### config.mk
export PLATFORM = sky130hd
export DESIGN_NAME = fetch_unit
export DESIGN_NICKNAME = d
export VERILOG_FILES = /design/src/rtl/fetch_unit_pkg.sv /design/src/rtl/fetch_fifo.sv /design/src/rtl/fetch_unit.sv
export SDC_FILE = /design/constraint.sdc
export NUM_CORES = 1
export LEC_CHECK = 0
export ABC_AREA = 1
export CORE_MARGIN = 4
export CORE_UTILIZATION = 48
export CTS_CLUSTER_DIAMETER = 80
export DETAILED_ROUTE_END_ITERATION = 7
export GPL_ROUTABILITY_DRIVEN = 1
export PLACE_DENSITY = 0.78
export SLEW_MARGIN = 20
export SYNTH_ARGS = -nofsm -noshare
export SYNTH_HDL_FRONTEND = slang
export SYNTH_SLANG_ARGS = --single-unit
### constraint.sdc
create_clock -name clk -period 5.65 [get_ports clk]
set_input_delay 1.13 -clock clk [delete_from_list [all_inputs] [get_ports clk]]
set_output_delay 1.13 -clock clk [all_outputs]
set_load 0.01 [all_outputs]
### src/rtl/fetch_unit_pkg.sv
// Shared definitions for the instruction fetch stage: RISC-V constants,
// the fetch buffer entry layout and a word-alignment helper.
package fetch_unit_pkg;

  localparam logic [31:0] NOP_INST         = 32'h0000_0013;
  localparam logic [31:0] DEFAULT_RESET_PC = 32'h0000_0000;

  localparam logic [6:0] OP_JAL    = 7'd111;
  localparam logic [6:0] OP_JALR   = 7'd103;
  localparam logic [6:0] OP_BRANCH = 7'd99;

  typedef struct packed {
    logic [31:0] instruction;
    logic [31:0] pc;
  } fetch_entry_t;

  function automatic logic [31:0] align_word(input logic [31:0] addr);
    return {addr[31:2], 2'b00};
  endfunction

endpackage

### src/rtl/fetch_fifo.sv
// Small power-of-two FIFO with synchronous flush; head is shown combinationally
// and simultaneous push+pop is accepted when full.
module fetch_fifo #(
  parameter int DEPTH = 2,
  parameter int WIDTH = 32,
  parameter int CNT_W = 2
) (
  input  logic             clk,
  input  logic             rst,
  input  logic             flush,
  input  logic             push,
  input  logic             pop,
  input  logic [WIDTH-1:0] wdata,
  output logic [WIDTH-1:0] rdata,
  output logic [CNT_W-1:0] count,
  output logic             full,
  output logic             empty
);

  localparam int PTR_W = (DEPTH > 1) ? $clog2(DEPTH) : 1;
  localparam logic [CNT_W-1:0] DEPTH_C = CNT_W'(DEPTH);

  logic [WIDTH-1:0] mem_q [DEPTH];
  logic [PTR_W-1:0] wr_ptr_q, wr_ptr_d;
  logic [PTR_W-1:0] rd_ptr_q, rd_ptr_d;
  logic [CNT_W-1:0] count_q, count_d;
  logic             do_push, do_pop;

  assign empty   = (count_q == '0);
  assign full    = (count_q == DEPTH_C);
  assign count   = count_q;
  assign rdata   = mem_q[rd_ptr_q];
  assign do_pop  = pop && !empty;
  assign do_push = push && (!full || do_pop);

  always_comb begin
    // NOTE: every signal gets a default first so no path leaves it unassigned (no latch).
    wr_ptr_d = wr_ptr_q;
    rd_ptr_d = rd_ptr_q;
    count_d  = count_q;
    if (flush) begin
      wr_ptr_d = '0;
      rd_ptr_d = '0;
      count_d  = '0;
    end else begin
      if (do_push) wr_ptr_d = wr_ptr_q + PTR_W'(1);
      if (do_pop)  rd_ptr_d = rd_ptr_q + PTR_W'(1);
      count_d = count_q + CNT_W'(do_push) - CNT_W'(do_pop);
    end
  end

  // NOTE: sequential state uses non-blocking assignments so all flops update together.
  always_ff @(posedge clk) begin
    if (rst) begin
      wr_ptr_q <= '0;
      rd_ptr_q <= '0;
      count_q  <= '0;
    end else begin
      wr_ptr_q <= wr_ptr_d;
      rd_ptr_q <= rd_ptr_d;
      count_q  <= count_d;
    end
  end

  // NOTE: storage is deliberately not reset; count_q alone says which entries are valid.
  always_ff @(posedge clk) begin
    if (do_push && !flush) mem_q[wr_ptr_q] <= wdata;
  end

  a_no_overflow: assert property (@(posedge clk) disable iff (rst)
    push |-> (!full || pop));

endmodule

### src/rtl/fetch_unit.sv
// Instruction fetch stage: owns the PC, issues credit-limited in-order imem
// requests, buffers returned words and drops words made stale by a redirect.
module fetch_unit
  import fetch_unit_pkg::*;
#(
  parameter logic [31:0] RESET_PC   = DEFAULT_RESET_PC,
  parameter int          FIFO_DEPTH = 2,
  parameter int          CNT_W      = 2
) (
  input  logic        clk,
  input  logic        rst,
  output logic        imem_req_valid,
  input  logic        imem_req_ready,
  output logic [31:0] imem_addr,
  input  logic        imem_rsp_valid,
  input  logic [31:0] imem_rsp_data,
  input  logic        redirect_valid,
  input  logic [31:0] redirect_pc,
  output logic        inst_valid,
  input  logic        inst_ready,
  output logic [31:0] instruction,
  output logic [31:0] inst_pc
);

  localparam logic [CNT_W:0] CREDIT_MAX = (CNT_W+1)'(FIFO_DEPTH);

  logic [31:0]      pc_q, pc_d;
  logic [CNT_W-1:0] out_cnt_q, out_cnt_d;
  logic [CNT_W-1:0] drop_cnt_q, drop_cnt_d;

  logic             req_fire, rsp_fire;
  logic             tag_push, tag_pop, data_push, data_pop;
  logic [31:0]      tag_pc;
  logic [CNT_W-1:0] tag_count, data_count;
  logic             tag_full, tag_empty, data_full, data_empty;
  fetch_entry_t     data_wr, data_head;

  // Outstanding requests plus buffered words never exceed the buffer size.
  assign imem_req_valid = !rst && (({1'b0, data_count} + {1'b0, out_cnt_q}) < CREDIT_MAX);
  assign imem_addr      = pc_q;
  assign req_fire       = imem_req_valid && imem_req_ready;
  assign rsp_fire       = imem_rsp_valid && (out_cnt_q != '0);

  assign tag_push  = req_fire && !tag_full;
  assign tag_pop   = rsp_fire && (drop_cnt_q == '0) && !tag_empty;
  assign data_pop  = inst_valid && inst_ready && !redirect_valid;
  assign data_push = tag_pop && !redirect_valid && (!data_full || data_pop);
  assign data_wr   = '{instruction: imem_rsp_data, pc: tag_pc};

  assign inst_valid  = !rst && !data_empty;
  assign instruction = inst_valid ? data_head.instruction : NOP_INST;
  assign inst_pc     = inst_valid ? data_head.pc : RESET_PC;

  fetch_fifo #(.DEPTH(FIFO_DEPTH), .WIDTH(32), .CNT_W(CNT_W)) u_tag_fifo (
    .clk   (clk),
    .rst   (rst),
    .flush (redirect_valid),
    .push  (tag_push),
    .pop   (tag_pop),
    .wdata (pc_q),
    .rdata (tag_pc),
    .count (tag_count),
    .full  (tag_full),
    .empty (tag_empty)
  );

  fetch_fifo #(.DEPTH(FIFO_DEPTH), .WIDTH($bits(fetch_entry_t)), .CNT_W(CNT_W)) u_data_fifo (
    .clk   (clk),
    .rst   (rst),
    .flush (redirect_valid),
    .push  (data_push),
    .pop   (data_pop),
    .wdata (data_wr),
    .rdata (data_head),
    .count (data_count),
    .full  (data_full),
    .empty (data_empty)
  );

  always_comb begin
    pc_d      = pc_q;
    out_cnt_d = out_cnt_q + CNT_W'(req_fire) - CNT_W'(rsp_fire);
    if (rsp_fire && (drop_cnt_q != '0)) drop_cnt_d = drop_cnt_q - CNT_W'(1);
    else                                drop_cnt_d = drop_cnt_q;
    if (redirect_valid) begin
      // Everything still in flight after this edge, including a request fired now, is stale.
      pc_d       = align_word(redirect_pc);
      drop_cnt_d = out_cnt_d;
    end else if (req_fire) begin
      pc_d = pc_q + 32'd4;
    end
  end

  always_ff @(posedge clk) begin
    if (rst) begin
      pc_q       <= RESET_PC;
      out_cnt_q  <= '0;
      drop_cnt_q <= '0;
    end else begin
      pc_q       <= pc_d;
      out_cnt_q  <= out_cnt_d;
      drop_cnt_q <= drop_cnt_d;
    end
  end

  a_drop_le_out: assert property (@(posedge clk) disable iff (rst)
    drop_cnt_q <= out_cnt_q);
  a_tags_match: assert property (@(posedge clk) disable iff (rst)
    ({1'b0, drop_cnt_q} + {1'b0, tag_count}) == {1'b0, out_cnt_q});

endmodule

==> metrics.csv, run 1 <==
metric,value,unit
outcome,completed,
synth.area.top_cells,"edfxtp_1 55%, mux2_2 10%, dfxtp_1 8.8%",
cap_violations,0,
routed_via_density,4.954,
rows,52,
htreeDepth,1,
wl_per_cell,15.69,um
cp_top_family,buffers and inverters,
grt_usage,17.94,%
skew,9.529,ps
antenna_cells,0,
crit_required,4520,ps
setup-tns-final,0,ps
min_path_type,reg2reg,
drv_slew,0,
antenna_found_initial,0,
first_global_vias,6570,
yosysMostFrequentCell,nand2_1,
synthArstFlopShare,0,%
fmax,0.2244,GHz
pwr_density_cell,288.1,mW/mm2
startpoint_type,input pin,
clock-sinks,228,
final_nets,1134,
synthTopCellsByCount,"205 x nand2_1, 184 x edfxtp_1, 135 x inv_1, 89 x mux2_2, 50 x nor2_1",
synth_seq_area_share,64.00,%
period_needed,4457,ps
path_max_fanout,33,
grt_pass1_wl,34260,um
gp_congestion,0.9099,
cts_buffers,24,
seqPwrFrac,51.9,%
hold_violations,0,
cts.clk_slew.worst_paths,60,ps
die_x,152.4,um
crit_chain,"clkdlybuf4s50_1, inv_2, o21ai_1, inv_2, buf_12, nand2_1, inv_1, clkdlybuf4s50_1",
die_area,0.02323,mm2
drt-initial-drc-count,450,
initial_utilization,49.15,%
irDropWorstVdd,0.0001953,V
pwr-share-comb,7.2,%
tritoncts,yes,
synth_top_cell_by_area,edfxtp_1,
p_clk_share,40.9,%
cpPeakStageDelay,560,ps
synth_top_area_share,55.20,%
boundaryPins,168,
ys_ff_latch,228,
vias,6663,
fp.dieH,152.4,um
ctsHoldBuffers,0,
dp_hpwl,13990,um
yosys_warnings,0,
drcViolationCount,0,
root_buffer,clkbuf_16,
cts_resized,0,
leakagePower,0.004935,uW
slew_headroom,39.43,%
p_int,2866,uW
synth_area,0.01001,mm2
grt_overflow,0,
totalWireLength,21100,um
grt_max_degree,66,
area_growth,26.90,%
port_buffers,161,
ys_types,38,
switching_share,21.67,%
route.antenna.remaining_nets,0,
rsz0062_at_grt,false,
core,0.02036,mm2
crit_path_end_kind,output pin,
drive_gt1_share,15.63,%
clk_path_buf_depth,3,
postCtsSetupRepairBufs,0,
finalSetupViolations,0,
synthFlopType,edfxtp_1,
dr.pass1.iters,5,
syn_area_per_cell,11.27,um2
worst_slew_pin_slew,908.6,ps
fin_crit_sh,78.89,%
path_class,in2out,
synth_cells,888,
arrival,3330,ps
fin_hold_ws,465.9,ps
p_switching,792.9,uW
path_buf_inv,6,
cp_slowest_cell,clkdlybuf4s50_1,
clkLatencyLatePin,500,ps
synth_edf_count,184,
metal layers:
layer,vias to the layer above,share of wire (%),GRT usage (%)
li1,3268,-,-
met5,-,0,0
met2,229,48,29.74
met3,31,6.4,2.726
met1,3135,44,24.95
met4,0,1.7,4.752
worst min-delay path, stage by stage (launching register included):
cell	delay [ps]
dfxtp_1	310
nand2_1	60
a21oi_1	50
final cells by class:
cell class	instances	area (um2)
Multi-Input combinational cell	492	2949
Inverter	139	521.8
Clock buffer	30	664.4
Clock inverter	14	102.6
Fill cell	1611	7662
Tap cell	270	337.8
Timing Repair Buffer	172	1719
Sequential cell	228	6407
registers in the layout, summed over array words and instances (netlist names), named ones only:
register and count:
u_tag_fifo.wr_ptr_q 1, u_tag_fifo.rd_ptr_q 1, u_data_fifo.rd_ptr_q 1, out_cnt_q 2, u_tag_fifo.mem_q 60, u_data_fifo.count 2
u_tag_fifo.count 2, u_data_fifo.wr_ptr_q 1, drop_cnt_q 2, imem_addr 30, u_data_fifo.mem_q 124
final timing paths:
path                        from                  endpoint  slack, ps  cells after the start
max                          rst               inst_pc[31]       1190                      8
min reg2reg  u_tag_fifo.wr_ptr_q       u_tag_fifo.wr_ptr_q        470                      2
max reg2reg        drop_cnt_q[1]  u_data_fifo.mem_q[0][48]       3080                      9
min          u_tag_fifo.wr_ptr_q       u_tag_fifo.wr_ptr_q        470                      2
cell usage in the layout (no fill, tap or decap), types with 3 or more instances in the layout:
cell type and instances:
o21ai_0 11, a21oi_1 28, inv_1 135, clkbuf_16 25, a31oi_1 7, a21oi_2 3
nand2_2 4, dfxtp_1 43, nand3_1 32, buf_4 9, mux2_2 89, clkdlybuf4s50_1 161
conb_1 4, nor2_2 5, nand2_1 205, nor2_1 47, inv_2 3, edfxtp_1 184
xnor2_1 6, clkbuf_1 3, ha_1 6, xor2_1 10, o211ai_1 3, o21ai_1 11
nor2_4 8, clkinv_2 9
stage by stage:
step	total power (uW)	instances	setup slack, ps	utilization, %	cell area [um2]
after floorplan	2068	891	715.5	-	10020
after global placement	2188	1301	1162	58.61	11940
after detailed placement	2199	1301	1159	58.61	11940
after CTS	3691	1345	1152	62.37	12700
after global routing	3803	1345	964.3	62.37	12700
final	3659	1345	1193	62.37	12700
cells by family after synthesis:
family                     after synthesis  share of synthesized area (%)
buffers and inverters                  171                          6.875
muxes                                   89                          10.01
and+or+nand+nor                        311                          13.14
AOI/OAI and AO/OA                       65                          3.587
DFF                                    228                          64.00
adders and majority gates                7                         0.9500
other                                    1                        0.03746
xor gates and xnor gates                16                          1.400
power groups by stage:
stage          logic [uW]  clock network, uW  registers (uW)
4_1_cts               266               1530            1900
5_1_grt               292               1610            1900
3_3_place_gp          256                  0            1930
6_report              264               1500            1900
3_5_place_dp          264                  0            1930
2_1_floorplan         140                  0            1930
No activity file was read; power rests on OpenSTA's default activity.
==> run 2, diff against run 1 <==
==> constraint.sdc (replaced) <==
create_clock -name clk -period 4.2 [get_ports clk]
set_input_delay 0.84 -clock clk [delete_from_list [all_inputs] [get_ports clk]]
set_output_delay 0.84 -clock clk [all_outputs]
set_load 0.01 [all_outputs]
==> run 2 against run 1 <==
Compared with the run above:
- first-iteration DRC count down 20%
- via count down 1.1%
- critical path depth stayed put
- highest routed layer unchanged
==> metrics.csv, run 2 (synthesized netlist as in run 1, its figures left out) <==
metric,value,unit
outcome,completed,
tritoncts,yes,
ctsHoldBuffers,0,
rsz0062_at_grt,false,
cts.clk_slew.worst_paths,60,ps
dr.pass1.iters,5,
min_path_type,reg2reg,
period_needed,3483,ps
root_buffer,clkbuf_16,
cts_resized,0,
dp_cells,1302,
antenna_found_initial,0,
route.antenna.remaining_nets,0,
setup-tns-final,0,ps
vias,6589,
final_common_cell,nand2_1,
first_global_vias,6643,
port_buffers,161,
fmax,0.2871,GHz
irDropWorstVdd,0.0002329,V
fin_hold_ws,485.2,ps
crit_path_end_kind,output pin,
hold_violations,0,
pwr-share-comb,7.5,%
seqPwrFrac,53.6,%
clkLatencyLatePin,500,ps
clk_path_buf_depth,3,
pwr_density_cell,376.6,mW/mm2
crit_required,3360,ps
grt_max_degree,65,
drive_gt1_share,14.82,%
drt-initial-drc-count,360,
rows,52,
path_max_fanout,64,
slew_headroom,47.91,%
gp_congestion,0.8911,
path_class,in2out,
seqCellArea,0.006409,mm2
final_cells,1343,
clock-sinks,228,
dp_hpwl,14210,um
largest-register,u_data_fifo.mem_q,
core,0.02036,mm2
antenna_cells,0,
postCtsSetupRepairBufs,0,
fin_crit_sh,82.92,%
p_clk_share,39.0,%
routed_via_density,4.906,
cts_buffers,23,
htreeDepth,1,
die_x,152.4,um
area_growth,26.49,%
drcViolationCount,0,
initial_utilization,49.15,%
worst_slew_pin_slew,781.4,ps
boundaryPins,168,
layout_common_cells,"205 x nand2_1, 184 x edfxtp_1, 161 x clkdlybuf4s50_1",
cap_violations,0,
switching_share,21.76,%
arrival,2640,ps
drv_slew,0,
final.fill_count,1600,
totalWireLength,21250,um
finalSetupViolations,0,
fp.dieH,152.4,um
multi_input_area,0.002949,mm2
die_area,0.02323,mm2
p_int,3731,uW
grt_pass1_wl,34350,um
startpoint_type,input pin,
largest_register_ffs,124,
final_nets,1134,
p_switching,1038,uW
grt_usage,18.06,%
leakagePower,0.004898,uW
grt_overflow,0,
skew,6.629,ps
wl_per_cell,15.82,um
## run 2: cell types whose count changed in the layout (fill, tap and decap cells not counted), sizes merged
cell      delta
buf          +1
clkbuf       -3
clkinv       +2
clkinvlp     -1
inv          -1
## run 2: layer usage
metal | track usage [%] | wire length [um] | vias to the layer above | share of wire (%)
li1 | - | - | 3271 | -
met1 | 23.12 | 9055 | 3076 | 43
met2 | 31.84 | 10360 | 211 | 49
met3 | 2.925 | 1367 | 31 | 6.4
met4 | 5.180 | 461 | 0 | 2.2
met5 | 0 | 0 | - | 0
## run 2: power groups by stage
stage | registers, uW | clock network (uW) | logic, uW
after floorplan | 2590 | 0 | 189
final | 2550 | 1860 | 356
after global placement | 2600 | 0 | 345
after detailed placement | 2600 | 0 | 355
after global routing | 2560 | 2000 | 397
after CTS | 2550 | 1900 | 358
## run 2: layout make-up
cell class | count | area share [%]
multi-input cells | 492 | 23.29
well taps | 270 | 2.668
clock buffers | 27 | 4.664
clock inverters | 14 | 0.7016
repair buffers | 173 | 13.93
inverters | 139 | 4.121
flip-flops and latches | 228 | 50.62
## run 2: critical path, stage by stage
cell	delay (ps)
clkdlybuf4s50_1	430
inv_2	170
o21ai_1	100
inv_2	70
buf_12	260
nand2_1	100
inv_1	60
clkdlybuf4s50_1	550
## run 2: final timing paths
check                                          start  slack (ps)  depth (start not counted)                   end
worst max register to register  u_data_fifo.count[0]        1680                         13         drop_cnt_q[1]
worst min register to register  u_data_fifo.rd_ptr_q         490                          2  u_data_fifo.rd_ptr_q
worst max-delay path                             rst         720                          8           inst_pc[23]
worst min-delay path            u_data_fifo.rd_ptr_q         490                          2  u_data_fifo.rd_ptr_q
## run 2: stage by stage
stage	cell area, um2	setup slack [ps]	utilization, %	power [uW]
finish	12660	717.5	62.17	4768
global route	12660	600.2	62.17	4957
CTS	12660	701.7	62.17	4817
detailed placement	11980	707.6	58.84	2957
global placement	11980	713.6	58.84	2944
floorplan	10030	248.0	-	2782
==> run 3, diff against run 2 <==
==> constraint.sdc (replaced) <==
create_clock -name clk -period 3.6 [get_ports clk]
set_input_delay 0.72 -clock clk [delete_from_list [all_inputs] [get_ports clk]]
set_output_delay 0.72 -clock clk [all_outputs]
set_load 0.01 [all_outputs]
==> run 3 against run 2 <==
Compared with the run above:
- routed wire length about the same
- critical path type unchanged
- utilization up 0.79 points
- sequential share of layout area is 0.65 points lower
- critical path depth stayed put
- combinational power is 17% higher
- highest routed layer unchanged
==> metrics.csv, run 3 (synthesized netlist as in run 1, its figures left out) <==
metric,value,unit
outcome,completed,
drcViolationCount,0,
wl_per_cell,15.80,um
slew_headroom,60.13,%
fin_util,62.96,%
boundaryPins,168,
power,6006,uW
irDropWorstVdd,0.0002850,V
ctsHoldBuffers,0,
min_path_type,reg2reg,
vias,6697,
skew,10.46,ps
rows,52,
p_switching,1255,uW
route.antenna.remaining_nets,0,
clk_path_buf_depth,3,
routed_via_density,4.979,
pwr_density_cell,468.4,mW/mm2
cts_buffers,23,
drv_slew,0,
gp_congestion,0.8970,
leakagePower,0.004979,uW
postCtsSetupRepairBufs,0,
fp.dieH,152.4,um
layout_common_cells,"205 x nand2_1, 184 x edfxtp_1, 161 x clkdlybuf4s50_1",
worst_slew_pin_slew,596.6,ps
grt_max_degree,66,
grt_pass1_wl,34220,um
pwr-share-comb,7.0,%
first_global_vias,6663,
initial_utilization,49.15,%
cts.clk_slew.worst_paths,60,ps
final.fill_count,1578,
grt_usage,17.87,%
antenna_cells,0,
arrival,2400,ps
core,0.02036,mm2
fmax,0.3207,GHz
multi_input_area,0.002955,mm2
crit_required,2880,ps
die_x,152.4,um
seqCellArea,0.006407,mm2
ff2ff_setup_slack,1070,ps
cap_violations,0,
dr.pass1.iters,5,
drive_gt1_share,15.63,%
die_area,0.02323,mm2
final_nets,1135,
final_common_cell,nand2_1,
crit_path_end_kind,output pin,
htreeDepth,1,
fin_crit_sh,86.61,%
clkLatencyLatePin,500,ps
setup-tns-final,0,ps
rsz0062_at_grt,false,
seqPwrFrac,49.6,%
cts_resized,0,
antenna_found_initial,0,
startpoint_type,input pin,
grt_overflow,0,
switching_share,20.90,%
largest-register,u_data_fifo.mem_q,
period_needed,3118,ps
port_buffers,161,
path_class,in2out,
totalWireLength,21250,um
largest_register_ffs,124,
p_int,4750,uW
drt-initial-drc-count,413,
area_growth,28.10,%
clock-sinks,228,
path_max_fanout,52,
finalSetupViolations,0,
tritoncts,yes,
p_clk_share,43.4,%
hold_violations,0,
dp_hpwl,13960,um
root_buffer,clkbuf_16,
## run 3: layer usage
layer	share of wire, %	track usage (%)	vias to the layer above
met2	47	30.04	223
met4	2.8	6.122	0
li1	-	-	3273
met5	0	0	-
met3	6.1	3.067	43
met1	44	23.65	3158
## run 3: area by class of cell
type                       instances  share of cell area [%]
timing repair buffer             174                   13.72
clock buffer                      28                   4.713
multi-input combinational        492                   23.05
clock inverter                    14                   1.844
inverter                         139                   4.069
sequential                       228                   49.97
tap                              270                   2.635
## run 3: final timing paths
kind | startpoint | end | cells after the start
worst max-delay path | rst | inst_pc[15] | 8
worst min-delay path | u_tag_fifo.wr_ptr_q | u_tag_fifo.wr_ptr_q | 2
worst max register to register | out_cnt_q[0] | u_tag_fifo.mem_q[1][29] | 9
worst min register to register | u_tag_fifo.wr_ptr_q | u_tag_fifo.wr_ptr_q | 2
## run 3: power groups by stage
stage | Clock (uW) | Sequential [uW] | Combinational, uW
CTS | 2660 | 2980 | 421
global placement | 0 | 3030 | 404
finish | 2610 | 2980 | 418
global route | 2770 | 2990 | 464
floorplan | 0 | 3030 | 221
detailed placement | 0 | 3040 | 418
## run 3: stage by stage
step	area (um2)	hold WS [ps]	cells	setup slack, ps
global route	12820	504.1	1345	364.1
detailed placement	11980	466.3	1303	454.0
finish	12820	471.4	1345	482.0
floorplan	10030	440.3	891	111.9
global placement	11980	448.6	1303	494.9
CTS	12820	476.2	1345	454.9
## run 3: worst max-delay path: stages
cell             delay, ps
clkdlybuf4s50_1        430
inv_2                   80
o21ai_1                 80
inv_2                   80
buf_12                 240
nand2_1                110
inv_1                   60
clkdlybuf4s50_1        560
